**src/rtl/mult_pkg.sv**
```systemverilog
// Shared types and helpers for the sequential shift-and-add multiplier.
// Holds the FSM state encoding and the counter-width function.
package mult_pkg;

    typedef enum logic [1:0] {
        ST_IDLE = 2'd0,
        ST_CALC = 2'd1,
        ST_DONE = 2'd2
    } state_t;

    // Bits needed to count 0..v-1; never less than one bit.
    function automatic int clog2(input int v);
        int r;
        r = 0;
        while ((1 << r) < v) begin
            r = r + 1;
        end
        if (r < 1) begin
            r = 1;
        end
        return r;
    endfunction

endpackage

```
**src/rtl/mult_add_stage.sv**
```systemverilog
// WIDTH-bit ripple-carry adder built from full_adder cells.
// Carry-in is tied low; the carry-out feeds the accumulator top bit.
module full_adder (
    input  logic i_a,
    input  logic i_b,
    input  logic i_cin,
    output logic o_s,
    output logic o_cout
);
    assign o_s    = i_a ^ i_b ^ i_cin;
    assign o_cout = (i_a & i_b) | (i_cin & (i_a ^ i_b));
endmodule

module mult_add_stage #(
    parameter int WIDTH = 4
) (
    input  logic [WIDTH-1:0] i_a,
    input  logic [WIDTH-1:0] i_b,
    output logic [WIDTH-1:0] o_sum,
    output logic             o_cout
);
    logic [WIDTH:0] w_c;

    assign w_c[0] = 1'b0;

    for (genvar i = 0; i < WIDTH; i++) begin : g_fa
        full_adder u_fa (
            .i_a    (i_a[i]),
            .i_b    (i_b[i]),
            .i_cin  (w_c[i]),
            .o_s    (o_sum[i]),
            .o_cout (w_c[i+1])
        );
    end

    assign o_cout = w_c[WIDTH];
endmodule

```
**src/rtl/seq_shift_add_mult.sv**
```systemverilog
// Sequential unsigned shift-and-add multiplier, one add per cycle.
// Optional MUL_ZERO_BYPASS_EN skips CALC when an operand is zero.
module seq_shift_add_mult
    import mult_pkg::*;
#(
    parameter int WIDTH = 4
) (
    input  logic               clk,
    input  logic               rst_n,
    input  logic               start,
    input  logic [WIDTH-1:0]   a,
    input  logic [WIDTH-1:0]   b,
    output logic               busy,
    output logic               done,
    output logic [2*WIDTH-1:0] product
);
    localparam int CW = clog2(WIDTH);
    localparam logic [CW-1:0] LAST = CW'(WIDTH - 1);

    state_t             r_state;
    logic [WIDTH-1:0]   r_mcand;
    logic [WIDTH-1:0]   r_acc_hi;
    logic [WIDTH-1:0]   r_mplier;
    logic [CW-1:0]      r_count;
    logic               r_busy;
    logic               r_done;
    logic [2*WIDTH-1:0] r_product;

    logic [WIDTH-1:0]   w_addend;
    logic [WIDTH-1:0]   w_sum;
    logic               w_cout;
    logic [2*WIDTH-1:0] w_shift;

    assign w_addend = r_mplier[0] ? r_mcand : '0;

    mult_add_stage #(
        .WIDTH (WIDTH)
    ) u_add (
        .i_a    (r_acc_hi),
        .i_b    (w_addend),
        .o_sum  (w_sum),
        .o_cout (w_cout)
    );

    assign w_shift = {w_cout, w_sum, r_mplier[WIDTH-1:1]};

    // Control FSM plus accumulator/multiplier shift registers.
    always_ff @(posedge clk) begin
        if (!rst_n) begin
            r_state   <= ST_IDLE;
            r_mcand   <= '0;
            r_acc_hi  <= '0;
            r_mplier  <= '0;
            r_count   <= '0;
            r_busy    <= 1'b0;
            r_done    <= 1'b0;
            r_product <= '0;
        end else begin
            unique case (r_state)
                ST_IDLE: begin
                    r_done <= 1'b0;
                    if (start) begin
                        r_mcand  <= a;
                        r_mplier <= b;
                        r_acc_hi <= '0;
                        r_count  <= '0;
                        r_busy   <= 1'b1;
`ifdef MUL_ZERO_BYPASS_EN
                        if (a == '0 || b == '0) begin
                            r_product <= '0;
                            r_done    <= 1'b1;
                            r_state   <= ST_DONE;
                        end else begin
                            r_state <= ST_CALC;
                        end
`else
                        r_state <= ST_CALC;
`endif
                    end
                end
                ST_CALC: begin
                    r_acc_hi <= w_shift[2*WIDTH-1:WIDTH];
                    r_mplier <= w_shift[WIDTH-1:0];
                    r_count  <= r_count + 1'b1;
                    if (r_count == LAST) begin
                        r_product <= w_shift;
                        r_done    <= 1'b1;
                        r_state   <= ST_DONE;
                    end
                end
                ST_DONE: begin
                    r_done  <= 1'b0;
                    r_busy  <= 1'b0;
                    r_state <= ST_IDLE;
                end
                default: begin
                    r_done  <= 1'b0;
                    r_busy  <= 1'b0;
                    r_state <= ST_IDLE;
                end
            endcase
        end
    end

    assign busy    = r_busy;
    assign done    = r_done;
    assign product = r_product;
endmodule

```
**config.mk**
```make
export PLATFORM = sky130hd
export DESIGN_NAME = seq_shift_add_mult
export DESIGN_NICKNAME = d
export VERILOG_FILES = /design/src/rtl/mult_pkg.sv /design/src/rtl/mult_add_stage.sv /design/src/rtl/seq_shift_add_mult.sv
export SDC_FILE = /design/constraint.sdc
export NUM_CORES = 1
export LEC_CHECK = 0
export ABC_AREA = 1
export CAP_MARGIN = 20
export CORE_UTILIZATION = 50
export DETAILED_ROUTE_END_ITERATION = 10
export PLACE_DENSITY = 0.77
export SYNTH_ARGS = -nofsm -noshare
export SYNTH_HDL_FRONTEND = slang
export SYNTH_HIERARCHICAL = 1
export SYNTH_SLANG_ARGS = --single-unit
```
**constraint.sdc**
```tcl
create_clock -name clk -period 2.8 [get_ports clk]
set_input_delay 0.28 -clock clk [delete_from_list [all_inputs] [get_ports clk]]
set_output_delay 0.28 -clock clk [all_outputs]
set_load 0.02 [all_outputs]
```
Word level (Yosys, flattened, before mapping)
Index checks and enable logic that the tools add are counted.
Word-level totals
  word-level logic and storage cells: 51
  memories kept: 0
  output and inout bits: 10
  bits of input ports: 11
  memory bits (writable): 0
  bits in latches: 0
  register bits after elaboration: 26
  bits in read-only memories: 0
Operators by class
  shift-type cells: 0
  multiplexer cells: 12
  add/sub/neg operators: 1
  reductions and logical operators: 8
  magnitude comparators: 0
  bitwise operators: 18
  div/mod/pow operators: 0
  equal/unequal tests: 4
  $mul: 0
Operators by type and width (number)
  $pmux W4 S2: 2
  $mux W4: 3
  $reduce_and A2 Y1: 6
  $pmux W2 S2: 2
  $and A1 B1 Y1: 7
  $xor A1 B1 Y1: 7
  $mux W2: 3
  $ne A2 B2 Y1 const B: 2
  $or A1 B1 Y1: 3
  $add A2 B1 Y2 const B: 1
  $eq A2 B1 Y1 const B: 1
  $eq A2 B2 Y1 const B: 1
  $logic_not A2 Y1: 1
  $pmux W1 S2: 1
  $reduce_bool A2 Y1: 1
  $mux W1: 1
  $not A1 Y1: 1

Logic depth before layout (Yosys ltp)
Gate-level depths: netlist of run 1.
  depth after elaboration: 9
  mapped depth: 8
  gate-level depth less buffers: 8

Hierarchy
Netlist of run 1, hierarchy kept.
Modules (own cells, without submodules)
  seq_shift_add_mult: area an instance 1048.5 um2, instances 1, cells each 143, sequential area each 520.5 um2
  full_adder: area an instance 20.0 um2, instances 4, cells each 1, sequential area each 0.0 um2
  mult_add_stage: area an instance 3.8 um2, instances 1, cells each 1, sequential area each 0.0 um2

Least setup slack after synthesis of run 1
OpenSTA, ideal clock, no wires.
  path type: reg2reg
  start point: register r_mplier[0]
  end point: register r_acc_hi[2]
  arrival time: 2.243 ns
  data required time: 2.730 ns
  cell stages (with the launch flop): 9
  setup time: 0.070 ns
  path slack: 0.487 ns
  path buffers: 0
  period minus slack after synthesis: 2.313 ns
  cells stage by stage: dfxtp_1 -> nand2_1 -> inv_1 -> fa_1 -> fa_1 -> fa_1 -> fa_1 -> nand2_1 -> a21oi_1
On the way
  longest elaborated chain between the ends: 8
  elaborated cells on any way between the ends: 13
  classes of those cells: 2 x mux; 11 x bitwise
RTL lines
  from (decl): RTL line seq_shift_add_mult.sv:23  | logic [WIDTH-1:0] r_mplier;
  from (signal assigned): RTL line seq_shift_add_mult.sv:83  | r_mplier <= w_shift[WIDTH-1:0];
  $mux W4: RTL line seq_shift_add_mult.sv:34  | assign w_addend = r_mplier[0] ? r_mcand : '0;
  net w_addend[0]: RTL line seq_shift_add_mult.sv:29  | logic [WIDTH-1:0] w_addend;
  $and A1 B1 Y1: RTL line mult_add_stage.sv:11  | assign o_cout = (i_a & i_b) | (i_cin & (i_a ^ i_b));
  net u_add.w_c[1]: RTL line mult_add_stage.sv:22  | logic [WIDTH:0] w_c;
  $and A1 B1 Y1: RTL line mult_add_stage.sv:11
  $or A1 B1 Y1: RTL line mult_add_stage.sv:11
  net u_add.w_c[2]: RTL line mult_add_stage.sv:22
  $and A1 B1 Y1: RTL line mult_add_stage.sv:11
  $or A1 B1 Y1: RTL line mult_add_stage.sv:11
  net u_add.w_c[3]: RTL line mult_add_stage.sv:22
  $xor A1 B1 Y1: RTL line mult_add_stage.sv:10  | assign o_s = i_a ^ i_b ^ i_cin;
  net w_sum[3]: RTL line seq_shift_add_mult.sv:30  | logic [WIDTH-1:0] w_sum;
  $pmux W4 S2: RTL line seq_shift_add_mult.sv:59  | unique case (r_state)
  to (signal assigned): RTL line seq_shift_add_mult.sv:82  | r_acc_hi <= w_shift[2*WIDTH-1:WIDTH];
  to (decl): RTL line seq_shift_add_mult.sv:22  | logic [WIDTH-1:0] r_acc_hi;
The timed path passes the listed nets, and every way through them passes these cells.
A chain may end at the register's enable or synchronous reset.

Worst setup path after layout of run 1
Ends and elaborated chain as after synthesis.

==> metrics.cfg, run 1 <==
[run_status]
status=finished, final reports clean

[finish]
drive_gt1_share_pct=7.69
finish.net_count=186
syn_to_final_growth_pct=23.9
final_common_cell=nand2_1
fillers=188
final_core_util_pct=68.7
final_cell_mix=nand2_1 (48), dfxtp_1 (26), nor2_1 (21)
antenna_cells_inserted=0

[run]
maxCapViolations=0

[critical_path]
path_max_fanout=5
cp_slowest_cell=fa_1
crit_family=adder cells
cp.arrival_ns=2.75
crit_path_top_cell_by_count=fa_1
critical_path.cell_chain=nand2_1 -> inv_1 -> fa_1 -> fa_1 -> fa_1 -> fa_1 -> nand2_1 -> a21oi_1
critical_path.max_stage_delay_ns=0.53
worst-path-buf-inv=1
crit_required_ns=3.06
setup.worst_path.end_class=register
path_class=register to register
timing.critical_path.from_type=register

[grt]
grt_use_total_pct=20.3
grt_max_degree=20
number_of_global_route_vias_before_repair=943
number_of_antenna_violations_at_the_first_check_in_global_routing=0
grt_pass1_wl_um=3910
grt-ovfl-total=0

[clock_network]
clock_path_buffers=2
numClockSinks=26
tritoncts.num_buffers=3
cts_tree=done
clk_pin_slew_ns=0.14
cts-hold-fix-buffers=0
worst_skew_pair.late_latency_ns=0.32
clock_root_cell=clkbuf_4
ctsHtreeMaxLevel=1
post-cts-setup-buffers=0
cts.repair.resized=0

[place]
post-dp-hpwl_um=1670
gp_routability_congestion=0.747
port_buffers=20

[timing]
timing.final.crit_period_ns=2.50
grt_setup_unrepaired=no
final_clock_skew_ns=0.00146
setup-tns-final_ns=0
clock.fmax_mhz=401
finalCritPeriodShare_pct=89.1
setup_violations=0
max-slew-margin-rel_pct=60.4
hold_violations=0
timing_max_transition_violations_final=0
worst_max_slew_pin_slew_ns=0.593

[floorplan]
floorplan.initialDensity_pct=55.5
floorplan.die.height_um=49.6
top_level_ports=21
coreArea_um2=2040
dieWidth_um=49.6
placement_rows=16
floorplan.die_area_um2=2460

[route]
dr.pass1.iters=4
antenna_violating_nets_left=0
routed_wl_um=2270
route.detailed.wl_per_inst_um=11.6
dr_total_vias=984
number_of_design_rule_violations_left_by_the_first_detailed_router_iteration=23
route.detailed.vias_per_inst=5.02
detail_route.drc_violations=0

[synthesis]
ys_types=21
yosysWarningCount=6
postSynthNetCount=164
synth_sequential_area_ratio_pct=46.0
postSynthRegisterBits=26
syn-cell-area_um2=1130
synthCells=148
syn-mean-instance-area_um2=7.65

[hold_path]
min-delay-path-class=register to register

[power_and_ir_drop]
power.ir.vdd_worst_uv=362
leakage_nw=0.669
cellPowerDensity_nw_per_um2=528

tightest hold or removal path, delay by kind of cell (launching register included):
kind	cells	cell delay, ns
simple gates	2	0.12
flops	1	0.33
routing by layer:
layer / global-route usage [%] / up-vias / routed length (um)
li1: - / 501 / -
met1: 24.8 / 449 / 975
met2: 37.4 / 32 / 1160
met3: 3.09 / 2 / 121
met4: 3.81 / 0 / 14
met5: 0 / - / 0
Yosys cell counts:
cell type,n,area [um2]
inv_2,4,15.0
inv_1,9,33.8
buf_2,1,5.00
clkbuf_1,1,3.75
o21ai_1,4,20.0
o21a_1,1,7.51
o21ai_2,1,8.76
nand2_4,1,11.3
o21ai_0,1,5.00
nor2_1,21,78.8
nor2_4,1,11.3
a21oi_1,6,30.0
nand2_1,48,180
dfxtp_1,26,521
fa_1,4,80.1
nor2_8,1,20.0
conb_1,1,3.75
nor3_1,2,10.0
nand3_1,12,60.1
ha_1,1,12.5
buf_4,2,15.0
cell families after synthesis:
family / after synthesis / synth area share, %
DFF: 26 / 46.0
adders and majority gates: 5 / 8.18
other: 1 / 0.331
and+or+nand+nor: 86 / 32.8
AOI/OAI and AO/OA: 13 / 6.30
buffers and inverters: 17 / 6.41
stage by stage:
stage               power [mW]  area (um2)  hold slack (ns)  setup WS (ns)  instances
finish                   0.740        1400            0.479          0.304        196
global route             0.772        1400            0.508          0.212        196
CTS                      0.748        1400            0.482          0.302        196
detailed placement       0.493        1350            0.461          0.334        192
global placement         0.490        1350            0.452          0.447        192
floorplan                0.462        1130            0.429          0.487        148
final cells by class:
| class | instances | area, um2 | share of cell area (%) |
|---|---|---|---|
| clock buffer | 3 | 22.5 | 1.61 |
| timing repair buffer | 21 | 208 | 14.8 |
| inverter | 13 | 48.8 | 3.48 |
| tap | 27 | 33.8 | 2.41 |
| multi-input combinational | 105 | 539 | 38.4 |
| sequential | 26 | 520 | 37.1 |
| clock inverter | 1 | 30.0 | 2.14 |
path summary, 6_finish.rpt:
kind / start / end / slack (ns) / cells after the start
worst min register to register: product[7] / product[7] / 0.48 / 2
worst max register to register: r_mplier[0] / r_acc_hi[2] / 0.30 / 8
worst max-delay path: r_mplier[0] / r_acc_hi[2] / 0.30 / 8
worst min-delay path: product[7] / product[7] / 0.48 / 2
where the power goes:
part | internal (mW) | total, mW | switching (mW)
Combinational | 0.0368 | 0.0858 | 0.0489
Sequential | 0.386 | 0.399 | 0.0137
Clock | 0.145 | 0.255 | 0.110
Total | 0.567 | 0.740 | 0.173
sequential cells by signal, summed over array words and instances (netlist names):
signal    cells
r_mcand       4
r_count       2
done          1
r_acc_hi      4
product       8
r_state       2
busy          1
r_mplier      4
Note: power is estimated with default switching activity, not from simulation.
==> run 2, diff against run 1 <==
--- a/config.mk
+++ b/config.mk
@@ -7,9 +7,10 @@
 export LEC_CHECK = 0
 export ABC_AREA = 1
 export CAP_MARGIN = 20
-export CORE_UTILIZATION = 50
+export CORE_UTILIZATION = 60
 export DETAILED_ROUTE_END_ITERATION = 10
-export PLACE_DENSITY = 0.77
+export DONT_BUFFER_PORTS = 1
+export PLACE_DENSITY = 0.76
 export SYNTH_ARGS = -nofsm -noshare
 export SYNTH_HDL_FRONTEND = slang
 export SYNTH_HIERARCHICAL = 1
==> metrics.cfg, run 2 (same netlist as run 1, synthesis figures left out) <==
[run_status]
status=finished, final reports clean

[floorplan]
coreArea_um2=1750
dieWidth_um=45.4
floorplan.initialDensity_pct=64.9
floorplan.die_area_um2=2060
top_level_ports=21
floorplan.die.height_um=45.4
placement_rows=15

[power_and_ir_drop]
reg_power_share_pct=55.6
net-switching-power_mw=0.170
cell_internal_pwr_mw=0.553
pwr-share-clk_pct=35.8
leakage_nw=0.591
cellPowerDensity_nw_per_um2=606
combPwrFrac_pct=8.6
switching_share_pct=23.5
totalPowerFinal_mw=0.723
power.ir.vdd_worst_uv=456

[timing]
finalWorstSetupSlack_ns=0.312
clock.fmax_mhz=402
timing_max_transition_violations_final=0
finalCritPeriodShare_pct=88.9
hold_ws_ns=0.0593
setup-tns-final_ns=0
grt_setup_unrepaired=no
final_clock_skew_ns=0.00471
max-slew-margin-rel_pct=60.3
worst_max_slew_pin_slew_ns=0.595
setup_violations=0
timing.final.crit_period_ns=2.49
hold_violations=0

[clock_network]
tritoncts.num_buffers=3
numClockSinks=26
cts-hold-fix-buffers=0
clock_path_buffers=2
cts.repair.resized=0
cts_tree=done
clock_root_cell=clkbuf_4
ctsHtreeMaxLevel=1
clk_pin_slew_ns=0.15
worst_skew_pair.late_latency_ns=0.32
post-cts-setup-buffers=0

[critical_path]
r2r_setup_slack_ns=0.31
cp-endpoint=r_acc_hi[2]
timing.critical_path.from_type=register
worst-r2r-cell-count=8
crit_start=r_mplier[0]
path_max_fanout=5
path_class=register to register
crit_required_ns=3.07
critical_path.reg2reg.startpoint=r_mplier[0]
r2r_end=r_acc_hi[2]
cp.arrival_ns=2.76
setup.worst_path.end_class=register

[route]
route.detailed.wl_per_inst_um=12.9
antenna_violating_nets_left=0
route.detailed.vias_per_inst=5.18
detail_route.drc_violations=0
dr_total_vias=896
routed_wl_um=2230
number_of_design_rule_violations_left_by_the_first_detailed_router_iteration=19
dr.pass1.iters=4

[grt]
grt_pass1_wl_um=3500
number_of_antenna_violations_at_the_first_check_in_global_routing=0
grt-ovfl-total=0
grt_use_total_pct=24.0
grt_max_degree=20
number_of_global_route_vias_before_repair=817

[finish]
syn_to_final_growth_pct=5.30
largest_register_ff_count=8
fin_cells=173
drive_gt1_share_pct=8.11
final_cell_mix=nand2_1 (48), dfxtp_1 (26), nor2_1 (21)
finish.net_count=165
final_common_cell=nand2_1
antenna_cells_inserted=0

[hold_path]
worstHoldStart=rst_n
min_path_cells=2
min-delay-path-class=primary input to register

[place]
dpl.cell_count=169
gp_routability_congestion=0.815
place_worst_setup_slack_ns=0.342
port_buffers=0
post-dp-hpwl_um=1520

[run]
maxCapViolations=0

## run 2: cell type report
type,instances,area [um2]
Fill cell,164,553
Multi-Input combinational cell,105,539
Sequential cell,26,520
Inverter,13,48.8
Tap cell,25,31.3
Clock inverter,1,30.0
Clock buffer,3,22.5
## run 2: worst min path at each step
stage             endpoint  slack (ns)
6_report       r_mplier[3]        0.06
3_5_place_dp    r_state[0]        0.41
2_1_floorplan   r_mcand[0]        0.43
4_1_cts        r_mplier[3]        0.05
5_1_grt        r_mplier[3]        0.04
3_3_place_gp    r_state[0]        0.41
## run 2: power groups by stage
| stage | sequential (mW) | combinational, mW | clock [mW] |
|---|---|---|---|
| after floorplan | 0.403 | 0.0593 | 0 |
| after global placement | 0.408 | 0.0594 | 0 |
| after detailed placement | 0.409 | 0.0609 | 0 |
| after CTS | 0.401 | 0.0624 | 0.262 |
| after global routing | 0.404 | 0.0721 | 0.273 |
| final | 0.402 | 0.0620 | 0.259 |
## run 2: critical path, stage by stage, from the launching register on
cell and delay (ns):
dfxtp_1 0.37, nand2_1 0.08, inv_1 0.05, fa_1 0.40
fa_1 0.41, fa_1 0.41, fa_1 0.52, nand2_1 0.06
a21oi_1 0.14
## run 2: stage by stage
stage	area, um2	utilization [%]
2_1_floorplan	1130	-
3_3_place_gp	1140	65.3
3_5_place_dp	1140	65.3
4_1_cts	1190	68.3
5_1_grt	1190	68.3
6_report	1190	68.3
## run 2: per-layer routing
| metal | vias to the layer above | global-route usage [%] | share of wire (%) |
|---|---|---|---|
| met5 | - | 0 | 0 |
| met4 | 0 | 7.88 | 0.76 |
| met3 | 2 | 3.97 | 4.4 |
| met2 | 25 | 41.7 | 51 |
| met1 | 415 | 30.1 | 43 |
| li1 | 454 | - | - |
==> run 3, diff against run 2 <==
--- a/config.mk
+++ b/config.mk
@@ -11,6 +11,7 @@
 export DETAILED_ROUTE_END_ITERATION = 10
 export DONT_BUFFER_PORTS = 1
 export PLACE_DENSITY = 0.76
+export SLEW_MARGIN = 10
 export SYNTH_ARGS = -nofsm -noshare
 export SYNTH_HDL_FRONTEND = slang
 export SYNTH_HIERARCHICAL = 1
==> results of run 3 <==
Same layout as run 2: the final DEF is identical, and so are final timing and power.
